## config.mk

```make
export PLATFORM = sky130hd
export DESIGN_NAME = serdesphy_ana_pll_loop_ctrl
export DESIGN_NICKNAME = d
export VERILOG_FILES = /design/src/rtl/serdesphy_ana_pll_loop_ctrl.sv
export SDC_FILE = /design/constraint.sdc
export NUM_CORES = 1
export LEC_CHECK = 0
export BUFFER_PORTS_ARGS = -buffer_cell sky130_fd_sc_hd__buf_2
export CAP_MARGIN = 30
export CORE_UTILIZATION = 30
export CTS_BUF_LIST = sky130_fd_sc_hd__clkbuf_4 sky130_fd_sc_hd__clkbuf_8
export DETAILED_ROUTE_END_ITERATION = 16
export PLACE_DENSITY = 0.48
export REMOVE_ABC_BUFFERS = 1
export SLEW_MARGIN = 0
export SYNTH_ARGS = -nofsm -noshare
export SYNTH_HDL_FRONTEND = slang
export SYNTH_SLANG_ARGS = --single-unit
```

## constraint.sdc

```tcl
create_clock -name clk -period 20.9 [get_ports clk]
set_input_delay 4.18 -clock clk [delete_from_list [all_inputs] [get_ports clk]]
set_output_delay 4.18 -clock clk [all_outputs]
set_load 0.02 [all_outputs]
```

## src/rtl/serdesphy_ana_pll_loop_ctrl.sv

```systemverilog
// PFD-driven PI loop filter and VCO start-up sequencer for the SerDes PHY PLL.
// Optional control-word override port pair under `SERDESPHY_PLL_CTRL_OVERRIDE_EN.
module serdesphy_ana_pll_loop_ctrl #(
    parameter int UPDATE_DIV    = 16,
    parameter int INT_FRAC      = 4,
    parameter int KI            = 1,
    parameter int KP            = 4,
    parameter int LOCK_WIN      = 2,
    parameter int LOCK_CNT      = 32,
    parameter int READY_TIMEOUT = 1024
) (
    input  logic       clk,
    input  logic       rst,
    input  logic       enable,
    input  logic       pfd_up,
    input  logic       pfd_dn,
    input  logic       vco_ready,
`ifdef SERDESPHY_PLL_CTRL_OVERRIDE_EN
    input  logic       ovr_en,
    input  logic [7:0] ovr_value,
`endif
    output logic       vco_enable,
    output logic [7:0] vco_control,
    output logic       pll_lock,
    output logic       pll_fault,
    output logic [2:0] loop_state
);

    localparam int IW   = 8 + INT_FRAC;
    localparam int EW   = $clog2(UPDATE_DIV) + 2;
    localparam int WW   = $clog2(UPDATE_DIV);
    localparam int LW   = $clog2(LOCK_CNT + 1);
    localparam int TW   = $clog2(READY_TIMEOUT + 1);
    localparam int IMAX = (1 << IW) - 1;

    localparam logic [IW-1:0] INTEG_RST = {8'd128, {INT_FRAC{1'b0}}};
    localparam logic [7:0]    CTRL_RST  = 8'd128;

    typedef enum logic [2:0] {
        ST_IDLE     = 3'd0,
        ST_WAIT_RDY = 3'd1,
        ST_ACQUIRE  = 3'd2,
        ST_LOCKED   = 3'd3,
        ST_FAULT    = 3'd4
    } state_t;

    function automatic logic [IW-1:0] sat_integ(input logic signed [31:0] v);
        if (v < 0) return '0;
        if (v > IMAX) return '1;
        return v[IW-1:0];
    endfunction

    // Arithmetic shift floors toward -inf before clamping into the 8-bit code range.
    function automatic logic [7:0] sat_ctrl(input logic signed [31:0] v);
        logic signed [31:0] sh;
        sh = v >>> INT_FRAC;
        if (sh < 0) return 8'd0;
        if (sh > 255) return 8'd255;
        return sh[7:0];
    endfunction

    logic [2:0] sync_meta_q, sync_meta_d;
    logic [2:0] sync_q, sync_d;
    logic       up_s, dn_s, ready_s;

    state_t                state_q, state_d;
    logic [IW-1:0]         integ_q, integ_d;
    logic [7:0]            ctrl_q, ctrl_d;
    logic signed [EW-1:0]  err_q, err_d;
    logic [WW-1:0]         win_q, win_d;
    logic [LW-1:0]         lock_q, lock_d;
    logic [TW-1:0]         tmo_q, tmo_d;

    logic signed [EW-1:0]  err_step, err_acc;
    logic signed [31:0]    err_ext, integ_sum, ctrl_sum, ctrl_delta;
    logic [IW-1:0]         integ_new;
    logic [7:0]            ctrl_new;
    logic                  step_ok, win_last;
    logic [LW-1:0]         lock_inc;
    logic [TW-1:0]         tmo_inc;

    always_comb begin
        sync_meta_d = {vco_ready, pfd_dn, pfd_up};
        sync_d      = sync_meta_q;
    end

    assign up_s    = sync_q[0];
    assign dn_s    = sync_q[1];
    assign ready_s = sync_q[2];

    always_ff @(posedge clk or posedge rst) begin
        if (rst) begin
            sync_meta_q <= '0;
            sync_q      <= '0;
            state_q     <= ST_IDLE;
            integ_q     <= INTEG_RST;
            ctrl_q      <= CTRL_RST;
            err_q       <= '0;
            win_q       <= '0;
            lock_q      <= '0;
            tmo_q       <= '0;
        end else begin
            sync_meta_q <= sync_meta_d;
            sync_q      <= sync_d;
            state_q     <= state_d;
            integ_q     <= integ_d;
            ctrl_q      <= ctrl_d;
            err_q       <= err_d;
            win_q       <= win_d;
            lock_q      <= lock_d;
            tmo_q       <= tmo_d;
        end
    end

    // Window error includes the current cycle so the update sees all UPDATE_DIV samples.
    always_comb begin
        err_step = '0;
        if (up_s && !dn_s) begin
            err_step = {{(EW-1){1'b0}}, 1'b1};
        end else if (dn_s && !up_s) begin
            err_step = '1;
        end
        err_acc    = err_q + err_step;
        err_ext    = {{(32-EW){err_acc[EW-1]}}, err_acc};
        integ_sum  = $signed({{(32-IW){1'b0}}, integ_q}) + KI * err_ext;
        integ_new  = sat_integ(integ_sum);
        ctrl_sum   = $signed({{(32-IW){1'b0}}, integ_new}) + KP * err_ext;
        ctrl_new   = sat_ctrl(ctrl_sum);
        ctrl_delta = $signed({24'd0, ctrl_new}) - $signed({24'd0, ctrl_q});
        step_ok    = (ctrl_delta <= LOCK_WIN) && (ctrl_delta >= -LOCK_WIN);
        win_last   = (win_q == WW'(UPDATE_DIV - 1));
        lock_inc   = (lock_q == LW'(LOCK_CNT)) ? lock_q : lock_q + LW'(1);
        tmo_inc    = tmo_q + TW'(1);
    end

    always_comb begin
        state_d = state_q;
        integ_d = integ_q;
        ctrl_d  = ctrl_q;
        err_d   = err_q;
        win_d   = win_q;
        lock_d  = lock_q;
        tmo_d   = tmo_q;
        if (!enable) begin
            state_d = ST_IDLE;
            integ_d = INTEG_RST;
            ctrl_d  = CTRL_RST;
            err_d   = '0;
            win_d   = '0;
            lock_d  = '0;
            tmo_d   = '0;
        end else begin
            case (state_q)
                ST_IDLE: begin
                    state_d = ST_WAIT_RDY;
                    tmo_d   = '0;
                end
                ST_WAIT_RDY: begin
                    err_d  = '0;
                    win_d  = '0;
                    lock_d = '0;
                    if (ready_s) begin
                        state_d = ST_ACQUIRE;
                        tmo_d   = '0;
                    end else begin
                        tmo_d = tmo_inc;
                        if (tmo_inc == TW'(READY_TIMEOUT)) state_d = ST_FAULT;
                    end
                end
                ST_ACQUIRE, ST_LOCKED: begin
                    // Losing ready wins over a coincident update: the loop word is frozen.
                    if (!ready_s) begin
                        state_d = ST_WAIT_RDY;
                        err_d   = '0;
                        win_d   = '0;
                        lock_d  = '0;
                        tmo_d   = '0;
                    end else if (win_last) begin
                        win_d   = '0;
                        err_d   = '0;
                        integ_d = integ_new;
                        ctrl_d  = ctrl_new;
                        if (step_ok) begin
                            lock_d = lock_inc;
                            if (lock_inc == LW'(LOCK_CNT)) state_d = ST_LOCKED;
                        end else begin
                            lock_d  = '0;
                            state_d = ST_ACQUIRE;
                        end
                    end else begin
                        win_d = win_q + WW'(1);
                        err_d = err_acc;
                    end
                end
                ST_FAULT: begin
                end
                default: state_d = ST_IDLE;
            endcase
        end
`ifdef SERDESPHY_PLL_CTRL_OVERRIDE_EN
        if (enable && ready_s && ovr_en &&
            (state_q == ST_ACQUIRE || state_q == ST_LOCKED)) begin
            state_d = ST_ACQUIRE;
            ctrl_d  = ovr_value;
            integ_d = {ovr_value, {INT_FRAC{1'b0}}};
            err_d   = '0;
            win_d   = '0;
            lock_d  = '0;
        end
`endif
    end

    assign loop_state  = state_q;
    assign vco_control = ctrl_q;
    assign vco_enable  = (state_q == ST_WAIT_RDY) || (state_q == ST_ACQUIRE) ||
                         (state_q == ST_LOCKED);
    assign pll_lock    = (state_q == ST_LOCKED);
    assign pll_fault   = (state_q == ST_FAULT);

endmodule
```

After elaboration in Yosys (flattened, before gate mapping)
Cells that the tools add are included.
{"block": "totals", "register_bits": 56, "inputBits": 6, "out_inout_bits": 14, "word_cells": 103}
{"block": "classes", "addsub": 7, "n_lt_le_gt_ge": 6, "n_eq_ne": 18, "n_mux": 50, "reduce_logical": 13}
{"cell": "12-bit two-way mux", "n": 8}
{"cell": "8-bit two-way mux", "n": 8}
{"cell": "6-bit two-way mux", "n": 10}
{"cell": "11-bit two-way mux", "n": 3}
{"cell": "11-bit one-hot mux with 3 select lines", "n": 1}
{"cell": "6-bit one-hot mux with 2 select lines", "n": 2}
{"cell": "3-bit two-way mux", "n": 7}
{"cell": "13-bit by 6-bit adder with 14-bit output", "n": 1}
{"cell": "13-bit by 8-bit adder with 14-bit output", "n": 1}
{"cell": "14-bit by 13-bit > comparator with 1-bit output, second input constant", "n": 1}
{"cell": "14-bit by 1-bit < comparator with 1-bit output, second input constant", "n": 1}
{"cell": "6-bit == test, second input constant", "n": 2}
{"cell": "4-bit two-way mux", "n": 3}
{"cell": "3-bit one-hot mux with 4 select lines", "n": 1}
{"cell": "11-bit by 1-bit adder with 11-bit output, second input constant", "n": 1}
{"cell": "11-bit == test, second input constant", "n": 1}
{"cell": "10-bit by 9-bit > comparator with 1-bit output, second input constant", "n": 1}
{"cell": "10-bit by 1-bit < comparator with 1-bit output, second input constant", "n": 1}
{"cell": "9-bit by 2-bit >= comparator with 1-bit output, second input constant", "n": 1}
{"cell": "9-bit by 3-bit less-or-equal comparator with 1-bit output, second input constant", "n": 1}
{"cell": "8-bit by 8-bit subtractor with 9-bit output", "n": 1}
{"cell": "4-bit != test, second input constant", "n": 2}
{"cell": "4-bit one-hot mux with 2 select lines", "n": 1}
{"cell": "6-bit by 1-bit adder with 6-bit output, second input constant", "n": 1}
{"cell": "21 further kinds", "n": 34}

Longest topological paths before layout
{"block": "depth", "ltp_word": 25, "depth_mapped": 46, "ltp_nobuf": 45}

Least setup slack after synthesis
No wires, ideal clock.
{"block": "synth_timing", "path_kind": "register -> register", "startpoint": "register sync_q[1]", "endpoint": "register lock_q[2]", "setup_ns": 0.064, "t_arrival_ns": 7.760, "required_ns": 20.836, "slack_ns": 13.076, "path_stages_with_launch": 39, "n_path_buf": 3, "period_less_slack_ns": 7.824, "cell_sequence": "dfrtp_1 > ha_1 > ha_1 > o21ai_1 > a31oi_1 > o31a_1 > mux2_4 > inv_4 > buf_2 > ha_1 > nand4_1 > a21oi_1 > and3b_1 > clkbuf_1 > o21ai_4 > o31ai_1 > clkbuf_1 > o21a_1 > [... 3 more ...] > or4b_1 > nand4_1 > o21ai_4 > xnor2_4 > nand2b_1 > ha_1 > inv_1 > fa_1 > a21o_1 > a21oi_1 > o21ai_0 > o211ai_1 > o311ai_0 > nor4_1 > mux2i_1 > or3_1 > nor3b_1 > a21o_1"}
{"block": "synth_between", "elab_chain_cells": 24, "elab_cells_between_ends": 33, "classes_between": "add/sub: 4; order compare: 6; mux: 19; reduce/logical: 4"}
{"element": "start: declaration", "line_no": "63", "source": "logic [2:0] sync_q, sync_d;"}
{"element": "start signal: assignment", "line_no": "104", "source": "sync_q <= sync_d;"}
{"element": "1-bit logical AND / 1-bit logical NOT (equally long branches)", "line_no": "120, 118"}
{"element": "6-bit two-way mux / 1-bit logical AND (equally long branches)", "line_no": "120, 118"}
{"element": "6-bit two-way mux (*)", "line_no": "118", "source": "if (up_s && !dn_s) begin"}
{"element": "6-bit adder (*)", "line_no": "123", "source": "err_acc = err_q + err_step;"}
{"element": "13-bit by 6-bit adder with 14-bit output", "line_no": "125", "source": "integ_sum = $signed({{(32-IW){1'b0}}, integ_q}) + KI * err_ext;"}
{"element": "14-bit by 13-bit > comparator with 1-bit output", "line_no": "49", "source": "if (v > IMAX) return '1;"}
{"element": "1-bit two-way mux (2 in series)", "line_no": "49"}
{"element": "12-bit two-way mux", "line_no": "50", "source": "return v[IW-1:0];"}
{"element": "[... 7 more ...]"}
{"element": "8-bit by 8-bit subtractor with 9-bit output (*)", "line_no": "129", "source": "ctrl_delta = $signed({24'd0, ctrl_new}) - $signed({24'd0, ctrl_q});"}
{"element": "9-bit by 3-bit less-or-equal comparator with 1-bit output / 9-bit by 2-bit >= comparator with 1-bit output (equally long branches)", "line_no": "130", "source": "step_ok = (ctrl_delta <= LOCK_WIN) && (ctrl_delta >= -LOCK_WIN);"}
{"element": "1-bit logical AND (*)", "line_no": "130"}
{"element": "6-bit two-way mux (*)", "line_no": "183", "source": "if (step_ok) begin"}
{"element": "6-bit two-way mux (*)", "line_no": "178", "source": "end else if (win_last) begin"}
{"element": "6-bit two-way mux (*)", "line_no": "172", "source": "if (!ready_s) begin"}
{"element": "6-bit one-hot mux with 2 select lines (*)", "line_no": "153", "source": "case (state_q)"}
{"element": "6-bit two-way mux (*)", "line_no": "144", "source": "if (!enable) begin"}
{"element": "end signal: assignment", "line_no": "110", "source": "lock_q <= lock_d;"}
{"element": "end: declaration", "line_no": "71", "source": "logic [LW-1:0] lock_q, lock_d;"}
Every way passes the cells marked *; elsewhere a longest branch is shown, timed or not. The select of a mux whose other input is x is not followed.
A chain may end at the register's enable or synchronous reset.

Worst setup path in the final report
{"block": "layout_timing", "startpoint": "register sync_q[0]", "endpoint": "register state_q[0] (netlist: loop_state[0])"}
{"block": "layout_between", "elab_chain_cells": 25, "elab_cells_between_ends": 35, "classes_between": "add/sub: 4; order compare: 6; eq/ne: 1; mux: 19; reduce/logical: 5"}
{"element": "1-bit logical NOT", "line_no": "120", "source": "end else if (dn_s && !up_s) begin"}
{"element": "1-bit logical AND", "line_no": "120"}
{"element": "6-bit two-way mux", "line_no": "120"}
{"element": "6-bit two-way mux (*)", "line_no": "118"}
{"element": "6-bit adder (*)", "line_no": "123"}
{"element": "13-bit by 6-bit adder with 14-bit output", "line_no": "125"}
{"element": "14-bit by 13-bit > comparator with 1-bit output", "line_no": "49"}
{"element": "1-bit two-way mux (2 in series)", "line_no": "49"}
{"element": "[... 8 more ...]"}
{"element": "8-bit by 8-bit subtractor with 9-bit output (*)", "line_no": "129"}
{"element": "9-bit by 3-bit less-or-equal comparator with 1-bit output / 9-bit by 2-bit >= comparator with 1-bit output (equally long branches)", "line_no": "130"}
{"element": "1-bit logical AND (*)", "line_no": "130"}
{"element": "3-bit two-way mux", "line_no": "183"}
{"element": "3-bit two-way mux", "line_no": "178"}
{"element": "3-bit two-way mux", "line_no": "172"}
{"element": "3-bit one-hot mux with 4 select lines", "line_no": "153"}
{"element": "3-bit two-way mux", "line_no": "144"}
{"element": "end signal: assignment", "line_no": "105", "source": "state_q <= state_d;"}
{"element": "end: declaration", "line_no": "66", "source": "state_t state_q, state_d;"}
Marks and branches as above.

==> Implementation_results.wiki <==
{| class="wikitable"
! Metric !! Value
|-
| Pins Over Slew Limit || 0
|-
| Final core utilization || 33.6%
|-
| Leading register cell type out of synthesis || sky130_fd_sc_hd__dfrtp_1
|-
| Largest incremental delay on the critical path || 0.73 ns
|-
| Count of input and output buffers || 19
|-
| Static Leak || about 2.2 nW
|-
| Final Hold Violating Endpoints || 0
|-
| Number of antenna violations at the first check in global routing || 0
|-
| Placement Setup Slack || 11.87 ns
|-
| YS warnings || 0
|-
| Number of placed cells counting well taps || 733
|-
| First-pass iteration count of the detailed router || 10
|-
| Overall overflow remaining after global route || 0
|-
| Share of synthesized area occupied by flip-flops and latches || between 30 and 40%
|-
| Post-DP HPWL || 8.20 mm
|-
| Final cycle utilization of the critical path || between 40% and 50%
|-
| Status || finished, violations left
|-
| Number of vias per cell || 5.27
|-
| Relative max-transition margin || a little over a third
|-
| CTS Buf Count || 5
|-
| Wire length of the first global-routing pass || 18.6 mm
|-
| Final cell area excluding filler cells || 0.00493 mm²
|-
| Inserted Diodes || 0
|-
| Setup Fix Bufs, Post-CTS || 0
|-
| # hold bufs at CTS || 0
|-
| Critical path capture point type || flop
|-
| Number of fill cells in the layout || 1556
|-
| Width of the die || between 100 and 150 µm
|-
| Area of placed instances || slightly below 0.005 mm²
|-
| Asr flop ratio synth || 100%
|-
| Number of instances in the synthesized netlist || 540
|-
| WL per Instance || 14.9 µm
|-
| Peak clock frequency supported by timing || approximately 110 MHz
|-
| Unrepaired setup endpoints after global routing || no
|-
| Synthesized flop and latch total || 56
|-
| Fin nets || 605
|-
| Number of global-route vias before repair || 3761
|-
| H-Tree Depth || 2
|-
| Largest net degree at the start of global routing || 57
|-
| Starting utilization of the core area || between 30 and 40%
|-
| Most repeated cell in the gate-level netlist after synthesis || sky130_fd_sc_hd__dfrtp_1
|-
| Areal power density over the cells || just under 60 mW/mm²
|-
| Placer congestion estimate || a little over 0.8
|-
| Kind of cell adding the most delay to the critical path || compound AO/OA/AOI/OAI gates
|-
| Layout overhead on the synthesized area || 8.46%
|-
| Final setup violation count || 0
|-
| Cells taking the most area after synthesis || sky130_fd_sc_hd__dfrtp_1 (30%), sky130_fd_sc_hd__ha_1 (11%), sky130_fd_sc_hd__o21ai_0 (4.5%)
|-
| Worst-path cell with the longest stage delay || sky130_fd_sc_hd__o31ai_1
|-
| CP Data Required Time || 21.11 ns
|-
| Path type of the worst min-delay path || flop to flop
|-
| Top-level I/O count || 20
|-
| Routed WL || 11.0 mm
|-
| Number of cells in the finished layout apart from fillers || 741
|-
| Unique masters post-synth || 69
|-
| Startpoint kind of the worst setup timing path || flop
|-
| Core region area || 0.0146 mm²
|-
| Max-cap violation count || 0
|-
| Final setup skew || 0.00402 ns
|-
| Clock-pin transition on the worst setup and hold timing paths || about 0.11 ns
|-
| Worst supply voltage drop on vdd || 0.0333 mV
|-
| CTS Buffer Depth || 2
|-
| Largest area contributor in the netlist || sky130_fd_sc_hd__dfrtp_1
|-
| Worst-path maximum fanout || 10
|-
| Count of flip-flops with a built-in enable after synthesis || 0
|-
| Average cell area after synthesis || 8.41 µm²
|-
| Critical Path AT || 9.39 ns
|-
| Worst Slack Setup Final || 11.72 ns
|-
| Clock latency of the later-clocked register in the worst-skew pair || ~0.32 ns
|-
| Number of buffers and inverters on the critical path || 4
|-
| Number of design rule violations left after detail routing || 2
|-
| DRT iter0 DRCs || 183
|-
| Synth Cell Area || about 0.0045 mm²
|-
| Measured slew at the worst slew-check pin || about 0.95 ns
|-
| Die Footprint || 0.0156 mm²
|-
| Vias after detailed routing || 3908
|-
| Standard-cell row count || 44
|-
| Clock tree root buffer cell || sky130_fd_sc_hd__clkbuf_8
|-
| Share of the synthesized area in the top cell type || 29.8%
|-
| Remaining number of nets flagged by the antenna check after routing || 0
|-
| Kind of critical path || flop to flop
|-
| Clk sink count || 56
|-
| Most used cell along the critical path || sky130_fd_sc_hd__ha_1
|-
| Clock tree from TritonCTS || yes
|-
| Total routing resource utilization after global routing || 14.5%
|-
| Die Y-Extent || 125 µm
|-
| Fin crit period || around 9 ns
|-
| Most frequent cells after synthesis || sky130_fd_sc_hd__dfrtp_1 (54), sky130_fd_sc_hd__nand2_1 (49), sky130_fd_sc_hd__nor2_1 (46)
|-
| Fraction of final layout cells sized beyond drive strength 1 || 8.80%
|-
| Post-Route Setup TNS || 0 ns
|-
| Failing checks || DRC
|-
| Total of cells resized after clock tree synthesis || 0
|}
## layout make-up
cell class,count,area [µm²],share of cell area (%)
clock buffer,6,76.3,1.55
clock inverter,2,13.8,0.279
inverter,40,153,3.10
multi-input combinational,429,2920,59.3
sequential,56,1400,28.5
tap,184,230,4.67
timing repair buffer,24,130,2.64
## state kept, by name, indices dropped and copies added, names as in the netlist
register / count
sync_q: 3
integ_q: 12
sync_d: 3
loop_state: 3
vco_control: 8
tmo_q: 11
lock_q: 6
err_q: 6
win_q: 4
## layer usage
metal	routed length [µm]	share of wire [%]	vias to the layer above	GRT usage [%]
met5	0	0	-	0
met4	128	1.2	0	3.52
met3	281	2.5	10	2.48
met2	5080	46	44	23.4
met1	5540	50	1867	20.0
li1	-	-	1987	-
## cell usage in the layout, fill, tap and decap left out, types with 2 or more instances in the layout
| cell type | n |
|---|---|
| sky130_fd_sc_hd__a211oi_1 | 2 |
| sky130_fd_sc_hd__a21o_1 | 11 |
| sky130_fd_sc_hd__a21oi_1 | 35 |
| sky130_fd_sc_hd__a22o_1 | 16 |
| sky130_fd_sc_hd__a2bb2oi_1 | 2 |
| sky130_fd_sc_hd__a31o_1 | 2 |
| sky130_fd_sc_hd__a31oi_1 | 12 |
| sky130_fd_sc_hd__and2_1 | 4 |
| sky130_fd_sc_hd__and3_1 | 8 |
| sky130_fd_sc_hd__buf_2 | 20 |
| sky130_fd_sc_hd__buf_4 | 4 |
| sky130_fd_sc_hd__clkbuf_8 | 5 |
| sky130_fd_sc_hd__dfrtp_1 | 54 |
| sky130_fd_sc_hd__dfstp_2 | 2 |
| sky130_fd_sc_hd__fa_1 | 2 |
| sky130_fd_sc_hd__ha_1 | 41 |
| sky130_fd_sc_hd__inv_1 | 36 |
| sky130_fd_sc_hd__inv_2 | 3 |
| sky130_fd_sc_hd__mux2i_1 | 4 |
| sky130_fd_sc_hd__nand2_1 | 49 |
| sky130_fd_sc_hd__nand2b_1 | 7 |
| sky130_fd_sc_hd__nand3_1 | 17 |
| sky130_fd_sc_hd__nand3b_1 | 2 |
| sky130_fd_sc_hd__nand4_1 | 8 |
| sky130_fd_sc_hd__nor2_1 | 46 |
| sky130_fd_sc_hd__nor2b_1 | 4 |
| sky130_fd_sc_hd__nor3_1 | 8 |
| sky130_fd_sc_hd__nor3b_1 | 4 |
| sky130_fd_sc_hd__nor4_1 | 3 |
| sky130_fd_sc_hd__o211ai_1 | 3 |
| sky130_fd_sc_hd__o21a_1 | 13 |
| sky130_fd_sc_hd__o21ai_0 | 41 |
| sky130_fd_sc_hd__o21ai_1 | 7 |
| sky130_fd_sc_hd__o21ai_4 | 2 |
| sky130_fd_sc_hd__o21bai_1 | 2 |
| sky130_fd_sc_hd__o22ai_1 | 3 |
| sky130_fd_sc_hd__o31ai_1 | 6 |
| sky130_fd_sc_hd__or3_1 | 5 |
| sky130_fd_sc_hd__xnor2_1 | 20 |
| sky130_fd_sc_hd__xor2_1 | 12 |
## where the power goes
| group | total, mW | internal [mW] | switching [mW] |
|---|---|---|---|
| sequential | 0.114 | 0.111 | 0.00316 |
| clock | 0.0658 | 0.0254 | 0.0404 |
| combinational | 0.107 | 0.0402 | 0.0669 |
| total | 0.287 | 0.176 | 0.110 |
## through the flow
| step | total power [mW] | hold WS (ns) |
|---|---|---|
| 6_report | 0.287 | 0.358 |
| 5_1_grt | 0.308 | 0.368 |
| 4_1_cts | 0.292 | 0.364 |
| 3_5_place_dp | 0.223 | 0.336 |
| 3_3_place_gp | 0.223 | 0.333 |
| 2_1_floorplan | 0.197 | 0.331 |
## kinds of logic (layout without fill, tap and decap cells)
| logic type | count (synthesis) | after routing | synth area share (%) |
|---|---|---|---|
| mux | 7 | 7 | 1.76 |
| fa+ha+maj | 43 | 43 | 12.2 |
| buf+inv | 55 | 72 | 4.82 |
| simple gates | 174 | 174 | 18.7 |
| xor+xnor | 33 | 33 | 6.78 |
| compound gates | 172 | 172 | 24.8 |
| flops | 56 | 56 | 30.9 |
## path summary, 6_finish.rpt
| check | startpoint | endpoint | slack, ns | cells after the start |
|---|---|---|---|---|
| min reg2reg | sync_d[2]$_DFF_PP0_ | sync_q[2]$_DFF_PP0_ | 0.36 | 0 |
| max | sync_q[0]$_DFF_PP0_ | loop_state[0]$_DFFE_PP0P_ | 11.72 | 39 |
| min | sync_d[2]$_DFF_PP0_ | sync_q[2]$_DFF_PP0_ | 0.36 | 0 |
| max reg2reg | sync_q[0]$_DFF_PP0_ | loop_state[0]$_DFFE_PP0P_ | 11.72 | 39 |
| min in group asynchronous | rst | lock_q[3]$_DFFE_PP0P_ | 4.07 | 3 |
| max in group asynchronous | rst | tmo_q[0]$_DFFE_PP0P_ | 16.34 | 3 |
Note: power is estimated with default switching activity, not from simulation.
